[src/rtl/seq_div8_pkg.sv]
// Shared types and sizes for the sequential restoring divider.
//   div_state_t : controller states (IDLE waits for start, CALC runs the steps)
//   DIV_W       : default operand/result width
//   CNT_W       : width of the step counter for DIV_W steps
package seq_div_pkg;

    typedef enum logic {
        IDLE = 1'b0,
        CALC = 1'b1
    } div_state_t;

    localparam int unsigned DIV_W = 8;
    localparam int unsigned CNT_W = $clog2(DIV_W + 1);

endpackage

[src/rtl/seq_div8_if.sv]
// Handshake and result bundle of the divider.
//   start, dividend, divisor                     : request side (master drives)
//   quotient, remainder, busy, done, div_by_zero : result side (slave drives)
interface seq_div8_if
    import seq_div_pkg::*;
#(
    parameter int unsigned WIDTH = DIV_W
);

    logic             start;
    logic [WIDTH-1:0] dividend;
    logic [WIDTH-1:0] divisor;
    logic [WIDTH-1:0] quotient;
    logic [WIDTH-1:0] remainder;
    logic             busy;
    logic             done;
    logic             div_by_zero;

    modport master (
        output start, dividend, divisor,
        input  quotient, remainder, busy, done, div_by_zero
    );

    modport slave (
        input  start, dividend, divisor,
        output quotient, remainder, busy, done, div_by_zero
    );

endinterface

[src/rtl/seq_div8_div_step.sv]
// One restoring-division step (combinational).
//   r_i       : shifted partial remainder
//   divisor_i : divisor
//   rem_o     : next partial remainder (r_i - divisor_i if that fits, else r_i)
//   q_bit_o   : quotient bit produced by this step
module div_step #(
    parameter int unsigned WIDTH = 8
) (
    input  logic [WIDTH-1:0] r_i,
    input  logic [WIDTH-1:0] divisor_i,
    output logic [WIDTH-1:0] rem_o,
    output logic             q_bit_o
);

    logic [WIDTH:0] trial;

    // Subtract as add of the one's complement plus carry-in; the extra MSB is the borrow.
    assign trial   = {1'b0, r_i} + {1'b1, ~divisor_i} + (WIDTH + 1)'(1);
    assign q_bit_o = ~trial[WIDTH];
    assign rem_o   = q_bit_o ? trial[WIDTH-1:0] : r_i;

endmodule

[src/rtl/seq_div8.sv]
// Sequential unsigned restoring divider, one quotient bit per clock.
//   clk_sys : system clock, rising edge
//   rst_sys : asynchronous active-low reset
//   bus     : slave side of seq_div8_if (start/operands in, results/status out)
module seq_div8
    import seq_div_pkg::*;
#(
    parameter int unsigned WIDTH = DIV_W
) (
    input  logic         clk_sys,
    input  logic         rst_sys,
    seq_div8_if.slave    bus
);

    localparam int unsigned CW = $clog2(WIDTH + 1);

    div_state_t       state_q, state_d;
    logic [WIDTH-1:0] qsh_q, qsh_d;     // dividend shifting out, quotient shifting in
    logic [WIDTH-1:0] dvs_q, dvs_d;
    logic [WIDTH-1:0] rem_q, rem_d;
    logic [CW-1:0]    cnt_q, cnt_d;
    logic [WIDTH-1:0] quot_q, quot_d;
    logic [WIDTH-1:0] rmo_q, rmo_d;
    logic             busy_q, busy_d;
    logic             done_q, done_d;
    logic             dbz_q, dbz_d;

    logic [WIDTH-1:0] step_r;
    logic [WIDTH-1:0] step_rem;
    logic             step_qbit;

    // Partial remainder MSB is always zero before the last step, so dropping it is safe.
    assign step_r = {rem_q[WIDTH-2:0], qsh_q[WIDTH-1]};

    div_step #(.WIDTH(WIDTH)) u_step (
        .r_i       (step_r),
        .divisor_i (dvs_q),
        .rem_o     (step_rem),
        .q_bit_o   (step_qbit)
    );

    // State and datapath registers.
    always_ff @(posedge clk_sys or negedge rst_sys) begin
        if (!rst_sys) begin
            state_q <= IDLE;
            qsh_q   <= '0;
            dvs_q   <= '0;
            rem_q   <= '0;
            cnt_q   <= '0;
            quot_q  <= '0;
            rmo_q   <= '0;
            busy_q  <= 1'b0;
            done_q  <= 1'b0;
            dbz_q   <= 1'b0;
        end else begin
            state_q <= state_d;
            qsh_q   <= qsh_d;
            dvs_q   <= dvs_d;
            rem_q   <= rem_d;
            cnt_q   <= cnt_d;
            quot_q  <= quot_d;
            rmo_q   <= rmo_d;
            busy_q  <= busy_d;
            done_q  <= done_d;
            dbz_q   <= dbz_d;
        end
    end

    // Next-state and datapath control.
    always_comb begin
        state_d = state_q;
        qsh_d   = qsh_q;
        dvs_d   = dvs_q;
        rem_d   = rem_q;
        cnt_d   = cnt_q;
        quot_d  = quot_q;
        rmo_d   = rmo_q;
        busy_d  = busy_q;
        done_d  = 1'b0;
        dbz_d   = dbz_q;

        case (state_q)
            IDLE: begin
                if (bus.start) begin
                    if (bus.divisor == '0) begin
                        quot_d = '1;
                        rmo_d  = bus.dividend;
                        dbz_d  = 1'b1;
                        done_d = 1'b1;
                    end else begin
                        qsh_d   = bus.dividend;
                        dvs_d   = bus.divisor;
                        rem_d   = '0;
                        cnt_d   = '0;
                        busy_d  = 1'b1;
                        state_d = CALC;
                    end
                end
            end
            CALC: begin
                qsh_d = {qsh_q[WIDTH-2:0], step_qbit};
                rem_d = step_rem;
                cnt_d = cnt_q + CW'(1);
                if (cnt_q == CW'(WIDTH - 1)) begin
                    quot_d  = {qsh_q[WIDTH-2:0], step_qbit};
                    rmo_d   = step_rem;
                    dbz_d   = 1'b0;
                    done_d  = 1'b1;
                    busy_d  = 1'b0;
                    state_d = IDLE;
                end
            end
            default: state_d = IDLE;
        endcase
    end

    assign bus.quotient    = quot_q;
    assign bus.remainder   = rmo_q;
    assign bus.busy        = busy_q;
    assign bus.done        = done_q;
    assign bus.div_by_zero = dbz_q;

endmodule

[src/flat_wrapper.sv]
// flat-port wrapper written by rule: the top's interface ports become plain ports
module seq_div8_flat import seq_div_pkg::*;
#(
    parameter int unsigned WIDTH = DIV_W
)
  (clk_sys, rst_sys, bus_start, bus_dividend, bus_divisor, bus_quotient, bus_remainder, bus_busy, bus_done, bus_div_by_zero);
  seq_div8_if #(.WIDTH(WIDTH)) bus_i ();
  input  logic clk_sys;
  input  logic rst_sys;
  input wire logic [$bits(bus_i.start)-1:0] bus_start;
  input wire logic [$bits(bus_i.dividend)-1:0] bus_dividend;
  input wire logic [$bits(bus_i.divisor)-1:0] bus_divisor;
  output wire logic [$bits(bus_i.quotient)-1:0] bus_quotient;
  output wire logic [$bits(bus_i.remainder)-1:0] bus_remainder;
  output wire logic [$bits(bus_i.busy)-1:0] bus_busy;
  output wire logic [$bits(bus_i.done)-1:0] bus_done;
  output wire logic [$bits(bus_i.div_by_zero)-1:0] bus_div_by_zero;
  assign bus_i.start = bus_start;
  assign bus_i.dividend = bus_dividend;
  assign bus_i.divisor = bus_divisor;
  assign bus_quotient = bus_i.quotient;
  assign bus_remainder = bus_i.remainder;
  assign bus_busy = bus_i.busy;
  assign bus_done = bus_i.done;
  assign bus_div_by_zero = bus_i.div_by_zero;
  seq_div8 #(.WIDTH(WIDTH)) u_core (.clk_sys(clk_sys), .rst_sys(rst_sys), .bus(bus_i));
endmodule
[config.mk]
export PLATFORM = sky130hd
export DESIGN_NAME = seq_div8_flat
export DESIGN_NICKNAME = d
export VERILOG_FILES = /design/src/rtl/seq_div8_pkg.sv /design/src/rtl/seq_div8_if.sv /design/src/rtl/seq_div8_div_step.sv /design/src/rtl/seq_div8.sv /design/src/flat_wrapper.sv
export SDC_FILE = /design/constraint.sdc
export NUM_CORES = 1
export LEC_CHECK = 0
export BUFFER_PORTS_ARGS = -buffer_cell sky130_fd_sc_hd__buf_2
export CORE_UTILIZATION = 40
export DETAILED_ROUTE_END_ITERATION = 6
export PLACE_DENSITY_LB_ADDON = 0.2
export SKIP_LAST_GASP = 1
export SYNTH_ARGS = -nofsm -noshare
export SYNTH_HDL_FRONTEND = slang
export SYNTH_SLANG_ARGS = --single-unit
[constraint.sdc]
create_clock -name clk_sys -period 6.7 [get_ports clk_sys]
set_clock_uncertainty 0.2 [all_clocks]
set_input_delay 1.005 -clock clk_sys [delete_from_list [all_inputs] [get_ports clk_sys]]
set_output_delay 1.005 -clock clk_sys [all_outputs]
set_load 0.02 [all_outputs]
== After elaboration in Yosys (flattened, before gate mapping) ==
Index checks and enable logic that the tools add are counted.

* Logic and storage cells: 60
* Output and inout bits: 19
* Bits of input ports: 19
* Bits in registers: 47

* Reduce and logical (&&, ||, !) cells: 5
* Add/subtract/negate cells: 3
* Muxes and demuxes: 33
* Bitwise gates (word level): 4
* Equality and inequality tests: 5

{| class="wikitable"
|+ Operator list
! operator !! number
|-
| 2-to-1 mux 8 bit || 9
|-
| case mux 8 bit (2 select lines) || 3
|-
| 2-to-1 mux 7 bit || 2
|-
| case mux 7 bit (2 select lines) || 1
|-
| 2-to-1 mux 1 bit || 11
|-
| adder 8 x 9 -> 9 bit || 1
|-
| adder 9 x 1 -> 9 bit (second input constant) || 1
|-
| AND reduction 3 bit || 3
|-
| zero test 8 bit || 1
|-
| 2-to-1 mux 4 bit || 2
|-
| NOT 8 bit || 1
|-
| case mux 1 bit (2 select lines) || 4
|-
| case mux 4 bit (2 select lines) || 1
|-
| inequality test 2 bit (second input constant) || 3
|-
| adder 4 x 1 -> 4 bit (second input constant) || 1
|-
| == test 4 x 3 -> 1 bit (second input constant) || 1
|-
| NOT 1 bit || 3
|-
| inequality test 2 x 1 -> 1 bit (second input constant) || 1
|-
| AND reduction 2 bit || 1
|}

== Longest topological paths before layout ==
* Depth in word-level cells: 6
* Gate-level depth with buffers: 9

== Hierarchy ==
Synthesis repeated with hierarchy kept, for this count alone.

* Cells, all modules: 238
* Area total of the unflattened synthesis: 2,498.6 um^2

{| class="wikitable"
|+ Modules (own cells, without submodules)
! module !! instances !! cells an instance !! seq. area each (um^2) !! area an instance (um^2)
|-
| seq_div8 || 1 || 174 || 1,176.1 || 2,037.0
|-
| div_step || 1 || 64 || 0.0 || 461.7
|}

== Least setup slack after synthesis ==
Ideal clock, no wire load.

* Path kind: input to register
* Start: input port bus_divisor[5]
* End: register u_core.rmo_q[1], in the netlist u_core.bus.remainder[1]
* Slack: 4.413 ns
* Required time: 6.418 ns
* Stages: 6
* Library setup time: 0.082 ns
* Data arrival time: 2.005 ns
* Path buffers: 1
* Cells stage by stage: nor4_2 -> nand3_1 -> nand2_2 -> buf_2 -> nor2_1 -> a31oi_1

* Word-level cells in the longest chain between the ends: 3

{| class="wikitable"
|+ RTL lines
! element !! RTL line !! text
|-
| from (decl) || flat_wrapper.sv:12 || <nowiki>input wire logic [$bits(bus_i.divisor)-1:0] bus_divisor;</nowiki>
|-
| zero test 8 bit || seq_div8.sv:85 || <nowiki>if (bus.divisor == '0) begin</nowiki>
|-
| inequality test 2 x 1 -> 1 bit (no source line) || n/a ||
|-
| AND reduction 3 bit (no source line) || n/a ||
|-
| to (signal assigned) || seq_div8.sv:62 || <nowiki>rmo_q <= rmo_d;</nowiki>
|-
| to (decl) || seq_div8.sv:23 || <nowiki>logic [WIDTH-1:0] rmo_q, rmo_d;</nowiki>
|}

No other way between the ends.
A chain may end at the register's enable or synchronous reset.

== Final worst setup path ==
* Start: input port bus_start
* End: register u_core.rmo_q[3], in the netlist u_core.bus.remainder[3]

* Word-level cells in the longest chain between the ends: 2

{| class="wikitable"
|+ RTL lines
! element !! RTL line !! text
|-
| from (decl) || flat_wrapper.sv:10 || <nowiki>input wire logic [$bits(bus_i.start)-1:0] bus_start;</nowiki>
|-
| inequality test 2 bit (no source line) || n/a ||
|-
| AND reduction 3 bit (no source line) || n/a ||
|}

No other way between the ends.

==> metrics.txt <==
M1 GR Usage=between 20% and 30%; status=completed; DR iter-0 viols=67; Mapped Cells=251; critical path peak fanout=26; Netlist cell types=48; share of layout cells above drive strength 1=between 10% and 20%; PD cells=about 570 nW/µm²; DP Worst Slack=around 3.6 ns; Ant. Diodes=0; Worst-path clk slew=0.09 ns; R2R setup slack=approximately 4.1 ns; routed vias=1,863; M3 GR Usage=3.43%; Area Growth Syn to Fin=14.2%; core area=~5600 µm²; Worst-Skew Late Latency=~0.3 ns; FP Rows=27; Syn. warnings=0; startpoint types=input port; Post-CTS Repair Setup Buffers=0; worst hold slack=about 0.28 ns; post-synth design cell area=approximately 2400 µm²; RSZ-0062 raised after global routing=false; final std cell area, no fill=roughly 2700 µm²; routed len/inst=around 14 µm; Worst R2R Start=u_core.state_q$_DFF_PN0_; sequential area share after synthesis=49.1%; Tot GR Track Use=18.8%; remaining antenna violation count after routing=0; Post-CTS Hold Fix Bufs=0; I/O pin cnt=38; Critical Path Start=bus_start; worst path arrival time=about 2.7 ns; post-CTS sizing=0; Initial Util=between 40% and 50%; Die Span Y=79.4 µm; DR vias/cell=5.19; Post-synth EDFFs=0; final core occ=between 40 and 50%; Sw Ratio=between 40% and 50%; setup TNS=0 ns; r2r worst-path depth=5; Post-synth ARST share=100%; Reg power frac=about a third; post-synth top area share=49.1%; worst-margin pin slew=1.04 ns; worst vdd ir=between 0.2 and 0.25 mV; vias in the first global route=between 1,500 and 2,000; number of cells after detailed placement=about 350; Post-route DRC=0; CTS tree=done; post-layout minimum cycle time=approximately 2.7 ns; Clock Tree Buf Depth=2; root buf cell=clkbuf_8; Comb power frac=52.6%; H-tree levels=2; total gr overflow=0; grt met2 use=29.4%; nets@finish=about 320; Post-Syn Nets=between 200 and 300; Worst Setup End Kind=register; Max Slew Vio Count=0; clock sink count=47; first-pass GRT wire length=approximately 9000 µm; FF-to-FF End=u_core.bus.remainder[3]$_DFFE_PN0P_; gpl congestion=between 0.7 and 0.8; worst hold start=u_core.qsh_q[6]$_DFFE_PN0P_; DRT Pass-1 Iters=4; hold-critical path depth=2; max-cap violations=0; post-layout power=approximately 1.6 mW; Slowest cell on crit path=nor2b_1; Req. time, crit path=~6.7 ns; Non-Filler Instances=around 360; Yosys reg bits=47; Port Buffers=37; Int Power=approximately 860 µW; Die ar.=around 6300 µm²; Slew HR=30.6%; type of the tightest min-delay check=register to register; DP Area=between 2000 and 3000 µm²; Post-Route WL=approximately 5200 µm; synthesized area per cell=9.55 µm²; Post-synth top flop=dfrtp_1; GRT busiest layer=met2; CP endpoint=u_core.bus.remainder[3]$_DFFE_PN0P_; Fmax=365 MHz; Worst path max stage delay=roughly 0.52 ns; power share of the clock group=between 10% and 20%; final hold violations=0; PnR worst setup slack=roughly 4.0 ns; Cell Chain, Critical Path=buf_2 -> nor2b_1 -> nand3_1 -> nand2_2 -> o21ai_0 -> o22a_1; fin crit share=slightly above 40%; initial antenna violation count=0; largest net degree at the start of global routing=48; Sw Pwr=695 µW; cell taking the most area after synthesis=dfrtp_1; top cells by area, synth=dfrtp_1, nand2_1, ha_1; Setup Crit Path Kind=input port to register; CTS Buf Count=5; Setup Viol. Count Final=0; LEAKAGE=about 1.3 nW; Final HPWL DP=roughly 3700 µm; die width=just under 80 µm
routing by layer:
metal | vias up | part of all wire [%]
met5 | - | 0
met2 | 32 | 46
met1 | 877 | 49
met3 | 7 | 3.3
met4 | 0 | 1.6
li1 | 947 | -
cell usage after synthesis (2+ instances only):
cell	number
a21oi_2	3
a21o_1	2
mux2i_1	5
dfrtp_1	47
a31oi_1	5
or3_1	2
o211ai_1	3
nor3_1	5
a21oi_1	14
a22o_1	2
xor2_1	4
a22oi_1	5
nor4_2	2
inv_1	15
nand3_1	3
nor2b_1	2
o21ai_0	17
buf_2	2
ha_1	10
buf_4	2
clkbuf_1	3
nand4_1	2
nor2_1	31
nand2_1	39
o22a_1	3
layout by cell type, fill, tap and decap left out, types with 4 or more instances in the layout:
cell type / Yosys / layout
a22oi_1: 5 / 5
o21ai_0: 17 / 17
nand2_1: 39 / 39
mux2i_1: 5 / 5
nor2_1: 31 / 31
xor2_1: 4 / 4
nor3_1: 5 / 5
buf_2: 2 / 37
inv_1: 15 / 15
a21oi_1: 14 / 14
a31oi_1: 5 / 5
dfrtp_1: 47 / 47
ha_1: 10 / 10
clkbuf_8: 0 / 6
sequential cells by signal, indices dropped and copies added (netlist names):
register	cells
u_core.bus.remainder	8
u_core.bus.div_by_zero	1
u_core.bus.quotient	8
u_core.bus.done	1
u_core.bus.busy	1
u_core.cnt_q	4
u_core.qsh_q	8
u_core.state_q	1
u_core.rem_q	7
u_core.dvs_q	8
kinds of logic after synthesis:
logic type / Yosys count / synth area share, %
DFF: 47 / 49.1
adders and majority gates: 11 / 6.06
buffers and inverters: 25 / 4.86
and+or+nand+nor: 92 / 17.1
xor gates and xnor gates: 4 / 1.46
AOI/OAI and AO/OA: 67 / 19.3
muxes: 5 / 2.09
critical path, delay by kind of cell:
| family | cells | cell delay [ns] |
|---|---|---|
| AO/OA/AOI/OAI | 2 | 0.38 |
| buffers and inverters | 1 | 0.10 |
| AND/OR/NAND/NOR | 3 | 1.25 |
how the worst min path moves through the flow:
stage                     slack (ns)                          end
after floorplan                 0.25  u_core.qsh_q[7]$_DFFE_PN0P_
after global placement          0.26  u_core.bus.busy$_DFFE_PN0P_
after detailed placement        0.27  u_core.qsh_q[7]$_DFFE_PN0P_
after CTS                       0.29  u_core.qsh_q[7]$_DFFE_PN0P_
after global routing            0.31  u_core.bus.busy$_DFFE_PN0P_
final                           0.28  u_core.qsh_q[7]$_DFFE_PN0P_
power groups by stage:
stage,logic [mW],registers (mW),clock network (mW)
after floorplan,0.586,0.557,0
after global placement,0.808,0.521,0
after detailed placement,0.820,0.521,0
after CTS,0.825,0.516,0.227
after global routing,0.940,0.533,0.239
final,0.819,0.516,0.223
layout make-up:
cell class | instances | area, µm²
clock buffer | 6 | 82.6
clock inverter | 2 | 38.8
fill | 546 | 2910
timing repair buffer | 37 | 185
sequential | 47 | 1180
tap | 72 | 90.1
inverter | 16 | 60.1
multi-input combinational | 179 | 1100
No activity file was read; power rests on OpenSTA's default activity.
